<file path="config.mk">
export PLATFORM = sky130hd
export DESIGN_NAME = matmul_calc_engine
export DESIGN_NICKNAME = d
export VERILOG_FILES = /design/src/rtl/matmul_calc_engine.sv
export SDC_FILE = /design/constraint.sdc
export NUM_CORES = 2
export LEC_CHECK = 0
export BUFFER_PORTS_ARGS = -buffer_cell sky130_fd_sc_hd__buf_4
export CORE_AREA = 2 2 478 670
export CTS_BUF_LIST = sky130_fd_sc_hd__clkbuf_4 sky130_fd_sc_hd__clkbuf_8 sky130_fd_sc_hd__clkbuf_16
export CTS_CLUSTER_DIAMETER = 150
export DETAILED_ROUTE_END_ITERATION = 8
export DIE_AREA = 0 0 480 672
export SLEW_MARGIN = 30
export SYNTH_ARGS = -nofsm -noshare
export SYNTH_HDL_FRONTEND = slang
export SYNTH_SLANG_ARGS = --single-unit
</file>
<file path="constraint.sdc">
create_clock -name clk_i -period 31.5 [get_ports clk_i]
set_input_delay 1.575 -clock clk_i [delete_from_list [all_inputs] [get_ports clk_i]]
set_output_delay 1.575 -clock clk_i [all_outputs]
set_load 0.05 [all_outputs]
</file>
<file path="src/rtl/matmul_calc_engine.sv">
// Sequential matrix-multiply core: one C[row][col] per CALC/OUT pair, streamed row-major.
// Build option MATMUL_SATURATE_EN clamps overflowing results instead of wrapping them.
module matmul_calc_engine #(
  parameter int DATA_WIDTH  = 8,
  parameter int BUS_WIDTH   = 32,
  parameter int MAX_DIM     = BUS_WIDTH / DATA_WIDTH,
  parameter int SP_NTARGETS = 4,
  localparam int DIM_W = $clog2(MAX_DIM),
  localparam int TGT_W = $clog2(SP_NTARGETS)
) (
  input  logic                                   clk_i,
  input  logic                                   rst_i,
  input  logic                                   start_i,
  input  logic                                   abort_i,
  input  logic [DIM_W-1:0]                       dim_n_i,
  input  logic [DIM_W-1:0]                       dim_k_i,
  input  logic [DIM_W-1:0]                       dim_m_i,
  input  logic                                   signed_i,
  input  logic                                   bias_en_i,
  input  logic [TGT_W-1:0]                       sp_target_i,
  input  logic [MAX_DIM*MAX_DIM*DATA_WIDTH-1:0]  a_mat_i,
  input  logic [MAX_DIM*MAX_DIM*DATA_WIDTH-1:0]  b_mat_i,
  input  logic [MAX_DIM*MAX_DIM*BUS_WIDTH-1:0]   bias_mat_i,
  output logic                                   busy_o,
  output logic                                   done_o,
  output logic                                   res_valid_o,
  input  logic                                   res_ready_i,
  output logic [BUS_WIDTH-1:0]                   res_data_o,
  output logic [DIM_W-1:0]                       res_row_o,
  output logic [DIM_W-1:0]                       res_col_o,
  output logic [TGT_W-1:0]                       res_target_o,
  output logic [MAX_DIM*MAX_DIM-1:0]             ovf_o
);

  localparam int ACC_W = BUS_WIDTH + 2;

  typedef enum logic [1:0] {S_IDLE, S_CALC, S_OUT, S_DONE} state_e;

  state_e                  state_q, state_d;
  logic [DATA_WIDTH-1:0]   a_q    [MAX_DIM][MAX_DIM];
  logic [DATA_WIDTH-1:0]   a_d    [MAX_DIM][MAX_DIM];
  logic [DATA_WIDTH-1:0]   b_q    [MAX_DIM][MAX_DIM];
  logic [DATA_WIDTH-1:0]   b_d    [MAX_DIM][MAX_DIM];
  logic [BUS_WIDTH-1:0]    bias_q [MAX_DIM][MAX_DIM];
  logic [BUS_WIDTH-1:0]    bias_d [MAX_DIM][MAX_DIM];
  logic                    ovf_q  [MAX_DIM][MAX_DIM];
  logic                    ovf_d  [MAX_DIM][MAX_DIM];
  logic [DIM_W-1:0]        dn_q, dn_d, dk_q, dk_d, dm_q, dm_d;
  logic [DIM_W-1:0]        row_q, row_d, col_q, col_d;
  logic                    sgn_q, sgn_d, be_q, be_d;
  logic [TGT_W-1:0]        tgt_q, tgt_d;
  logic [BUS_WIDTH-1:0]    data_q, data_d;

  logic signed [ACC_W-1:0] acc;
  logic                    ovf_hit;
  logic [BUS_WIDTH-1:0]    res_val;

  function automatic logic signed [ACC_W-1:0] ext_op(input logic [DATA_WIDTH-1:0] v, input logic s);
    return s ? {{(ACC_W-DATA_WIDTH){v[DATA_WIDTH-1]}}, v} : {{(ACC_W-DATA_WIDTH){1'b0}}, v};
  endfunction

  function automatic logic signed [ACC_W-1:0] ext_bias(input logic [BUS_WIDTH-1:0] v, input logic s);
    return s ? {{(ACC_W-BUS_WIDTH){v[BUS_WIDTH-1]}}, v} : {{(ACC_W-BUS_WIDTH){1'b0}}, v};
  endfunction

  // ACC_W holds the exact value in both modes, so overflow is read off the top bits.
  always_comb begin
    acc = '0;
    for (int k = 0; k < MAX_DIM; k++) begin
      if (k[DIM_W-1:0] <= dk_q)
        acc = acc + ext_op(a_q[row_q][k[DIM_W-1:0]], sgn_q) * ext_op(b_q[k[DIM_W-1:0]][col_q], sgn_q);
    end
    if (be_q) acc = acc + ext_bias(bias_q[row_q][col_q], sgn_q);
  end

  always_comb begin
    if (sgn_q) ovf_hit = !((&acc[ACC_W-1:BUS_WIDTH-1]) || !(|acc[ACC_W-1:BUS_WIDTH-1]));
    else       ovf_hit = |acc[ACC_W-1:BUS_WIDTH];
    res_val = acc[BUS_WIDTH-1:0];
`ifdef MATMUL_SATURATE_EN
    if (ovf_hit) begin
      if (!sgn_q)          res_val = '1;
      else if (acc[ACC_W-1]) res_val = {1'b1, {(BUS_WIDTH-1){1'b0}}};
      else                 res_val = {1'b0, {(BUS_WIDTH-1){1'b1}}};
    end
`endif
  end

  always_comb begin
    state_d = state_q;
    a_d = a_q;  b_d = b_q;  bias_d = bias_q;  ovf_d = ovf_q;
    dn_d = dn_q;  dk_d = dk_q;  dm_d = dm_q;
    row_d = row_q;  col_d = col_q;
    sgn_d = sgn_q;  be_d = be_q;  tgt_d = tgt_q;
    data_d = data_q;
    case (state_q)
      S_IDLE: if (start_i) begin
        for (int r = 0; r < MAX_DIM; r++)
          for (int c = 0; c < MAX_DIM; c++) begin
            a_d[r][c]    = a_mat_i[(r*MAX_DIM+c)*DATA_WIDTH +: DATA_WIDTH];
            b_d[r][c]    = b_mat_i[(r*MAX_DIM+c)*DATA_WIDTH +: DATA_WIDTH];
            bias_d[r][c] = bias_mat_i[(r*MAX_DIM+c)*BUS_WIDTH +: BUS_WIDTH];
            ovf_d[r][c]  = 1'b0;
          end
        dn_d = dim_n_i;  dk_d = dim_k_i;  dm_d = dim_m_i;
        sgn_d = signed_i;  be_d = bias_en_i;  tgt_d = sp_target_i;
        row_d = '0;  col_d = '0;
        state_d = S_CALC;
      end
      S_CALC: if (abort_i) state_d = S_IDLE;
              else begin
                data_d = res_val;
                if (ovf_hit) ovf_d[row_q][col_q] = 1'b1;
                state_d = S_OUT;
              end
      S_OUT: if (abort_i) state_d = S_IDLE;
             else if (res_ready_i) begin
               if (col_q < dm_q) begin
                 col_d = col_q + 1'b1;  state_d = S_CALC;
               end else if (row_q < dn_q) begin
                 col_d = '0;  row_d = row_q + 1'b1;  state_d = S_CALC;
               end else state_d = S_DONE;
             end
      default: state_d = S_IDLE;
    endcase
  end

  always_ff @(posedge clk_i) begin
    if (rst_i) begin
      state_q <= S_IDLE;
      a_q <= '{default: '0};  b_q <= '{default: '0};
      bias_q <= '{default: '0};  ovf_q <= '{default: '0};
      dn_q <= '0;  dk_q <= '0;  dm_q <= '0;
      row_q <= '0;  col_q <= '0;
      sgn_q <= 1'b0;  be_q <= 1'b0;  tgt_q <= '0;
      data_q <= '0;
    end else begin
      state_q <= state_d;
      a_q <= a_d;  b_q <= b_d;  bias_q <= bias_d;  ovf_q <= ovf_d;
      dn_q <= dn_d;  dk_q <= dk_d;  dm_q <= dm_d;
      row_q <= row_d;  col_q <= col_d;
      sgn_q <= sgn_d;  be_q <= be_d;  tgt_q <= tgt_d;
      data_q <= data_d;
    end
  end

  always_comb begin
    ovf_o = '0;
    for (int r = 0; r < MAX_DIM; r++)
      for (int c = 0; c < MAX_DIM; c++)
        ovf_o[r*MAX_DIM+c] = ovf_q[r][c];
  end

  assign busy_o       = (state_q != S_IDLE);
  assign done_o       = (state_q == S_DONE);
  assign res_valid_o  = (state_q == S_OUT);
  assign res_data_o   = data_q;
  assign res_row_o    = row_q;
  assign res_col_o    = col_q;
  assign res_target_o = tgt_q;

endmodule

</file>
==> reports/metrics.cfg <==
[critical_path]
worstPathRequired_ns = 32.19
crit_path_max_incr_delay_ns = 0.82
path_class = reg -> reg
cp_max_fo = 20
start_kind = register
r2r_start = res_row_o[0]
crit_start = res_row_o[0]
end_kind = register
arrival_ns = 29.50
r2r_cells = 90
slowest_stage = fa_1
setup.worst_path.end = ovf_o[0]
rrSetupSlack_ns = 2.69
critPathMostFrequentCell = fa_1
reg2reg_to = ovf_o[0]

[floorplanning]
core_um2 = 317000
die_area_um2 = 323000
die_x_um = 480
rows = 245
start_util = 0.249
fp.dieH_um = 672
io_pins = 840

[logic_synthesis]
yosys_warnings = 0
synth_top_cell_area_share = 0.277
netlist_area_um2 = 78800
synth_area_leaders = fa_1 (28%), dfxtp_1 (21%), ha_1 (11%)
synth_cell_types = 84
synth_most_common_cell = nand2_1
syn-instance-count = 8654
ys_ff_latch = 832
synth-seq-area-share = 0.211
synth-main-ff-cell = dfxtp_1
ys_async_sr_fraction = 0
synth_top_area_cell = fa_1
synth_edf_count = 0
postSynthAreaPerCell_um2 = 9.11
synth_nets = 11201
synth_common_cells = nand2_1 (1872), inv_1 (1392), fa_1 (1091), a21oi_1 (969), dfxtp_1 (832)

[sta]
slew_headroom = 0.228
finalHoldViolCount = 0
fin_setup_tns_ns = 0
min_period_ns = 28.81
rsz0062_at_grt = false
setup_violations = 0
fin_skew_ns = 0.0499
fmax_mhz = 34.7
drv_slew = 0
post-route-period-util = 0.915
whs_ns = 0.451
worst_slack_ns = 2.69
tightest_slew_ns = 1.16

[hold_path]
hold_path.class = reg -> reg
min_path_cells = 2
hp-start = bias_q[104]

[cts]
clock_latency_ns = 0.76
root_buffer = clkbuf_16
cts_hold_buf = 0
cts_resized = 0
cts-htree-levels = 3
numCtsBuffers = 90
tritoncts = done
path_clk_slew_ns = 0.06
cts_max_path_buffers = 3
clkSinkCount = 832
postCtsSetupRepairBufs = 0

[detailed_routing]
via_per_inst = 4.57
first_pass_iters = 6
antenna_left = 0
wl_per_cell_um = 23.1
drt-initial-drc-count = 4074
wl_mm = 320
vias = 63212
drc = 0

[placed_design]
dp_hpwl_mm = 268
numPortBuffers = 839
gp_congestion = 0.950
place_ws_ns = 2.87

[grt]
grt_pass1_vias = 66139
grt_use_total = 0.196
globalRouteMet3Util = 0.0358
grt_overflow = 0
grt_max_degree = 193
antenna_found_initial = 85
grt.busiest_layer = met2
grt_use_met1 = 0.202
grt_pass1_wl_mm = 458
grtUsageMet2 = 0.345

[power]
switchingPower_mw = 1.02
p_per_area_nw_per_um2 = 32.7
peakVddDrop_mv = 0.0412
combPwrFrac = 0.243
pwr-share-seq = 0.384
p_clk_frac = 0.373
switching_share = 0.333
power_leakage_nw = 43.1
p_int_mw = 2.04

[run]
drv_cap = 0

[status]
status = finished clean

[layout]
fill_cells = 34004
syn_to_final_growth_pct = 18.4
nets = 11790
layout-drive-gt1-share = 0.146

[kinds of logic (layout without fill, tap and decap cells)]
| group | count (synthesis) | count (layout) | synth area share |
|---|---|---|---|
| AOI/OAI and AO/OA | 1369 | 1369 | 0.0981 |
| xor gates and xnor gates | 236 | 236 | 0.0267 |
| adders and majority gates | 1765 | 1765 | 0.384 |
| buffers and inverters | 1797 | 2454 | 0.0864 |
| DFF | 832 | 832 | 0.211 |
| muxes | 252 | 252 | 0.0682 |
| other | 0 | 330 | 0 |
| and+or+nand+nor | 2403 | 2403 | 0.126 |
[layout make-up]
class,instances,area [um^2],area share
multi-input combinational,6025,55400,0.594
timing repair buffer,898,6820,0.0730
clock buffer,130,2710,0.0290
antenna,330,826,0.00884
inverter,1396,5240,0.0561
tap,4199,5250,0.0563
clock inverter,30,402,0.00430
sequential,832,16700,0.179
[metal layers]
layer / up-vias / routed length, um
met5: - / 189
met1: 31757 / 111000
met3: 573 / 18100
met4: 26 / 28400
met2: 1866 / 162000
li1: 28990 / -
[worst min-delay path by stage]
stage	end	slack, ns
final	bias_q[104]	0.45
after global routing	bias_q[284]	0.47
after CTS	b_q[73]	0.45
after detailed placement	b_q[73]	0.44
after global placement	b_q[43]	0.44
after floorplan	dn_q[0]	0.43
[sequential cells by signal (all words and copies together) (netlist names)]
register	cells
b_q	128
state_q	2
res_col_o	2
res_target_o	2
dk_q	2
bias_q	512
ovf_o	16
res_row_o	2
res_data_o	32
sgn_q	1
dm_q	2
dn_q	2
a_q	128
be_q	1
[power by group through the flow]
| stage | Sequential, mW | Combinational [mW] | Clock, mW |
|---|---|---|---|
| detailed placement | 1.19 | 0.739 | 0 |
| floorplan | 1.17 | 0.444 | 0 |
| global route | 1.18 | 0.819 | 1.19 |
| finish | 1.17 | 0.741 | 1.14 |
| CTS | 1.17 | 0.744 | 1.16 |
| global placement | 1.19 | 0.734 | 0 |
[cell usage in the layout, fill, tap and decap left out, types with 52 or more instances in the layout]
master	n
xor2_1	52
a21oi_1	968
ha_1	673
clkbuf_16	91
and2_1	169
fa_1	1089
inv_1	1392
buf_4	890
nor2_1	160
diode_2	330
dfxtp_1	825
a21o_1	70
nand2_1	1871
o21ai_0	103
xnor2_1	179
mux4_2	225
[critical path, delay by kind of cell, from the launching register on]
family                     cells  cell delay, ns
adders and majority gates     37           17.51
and+or+nand+nor               11            1.70
DFF                            1            0.72
xor gates and xnor gates       5            0.90
AOI/OAI and AO/OA             21            5.38
muxes                          3            1.64
buffers and inverters         13            0.87
[through the flow]
stage / instance area (um^2) / utilization / cells / total power, mW
after floorplan: 78800 / - / 8654 / 1.61
after global placement: 89400 / 0.282 / 13350 / 1.93
after detailed placement: 89400 / 0.282 / 13350 / 1.93
after CTS: 92500 / 0.292 / 13510 / 3.08
after global routing: 93200 / 0.294 / 13763 / 3.19
final: 93400 / 0.295 / 13840 / 3.05
Power figures use the tool's default switching activity.
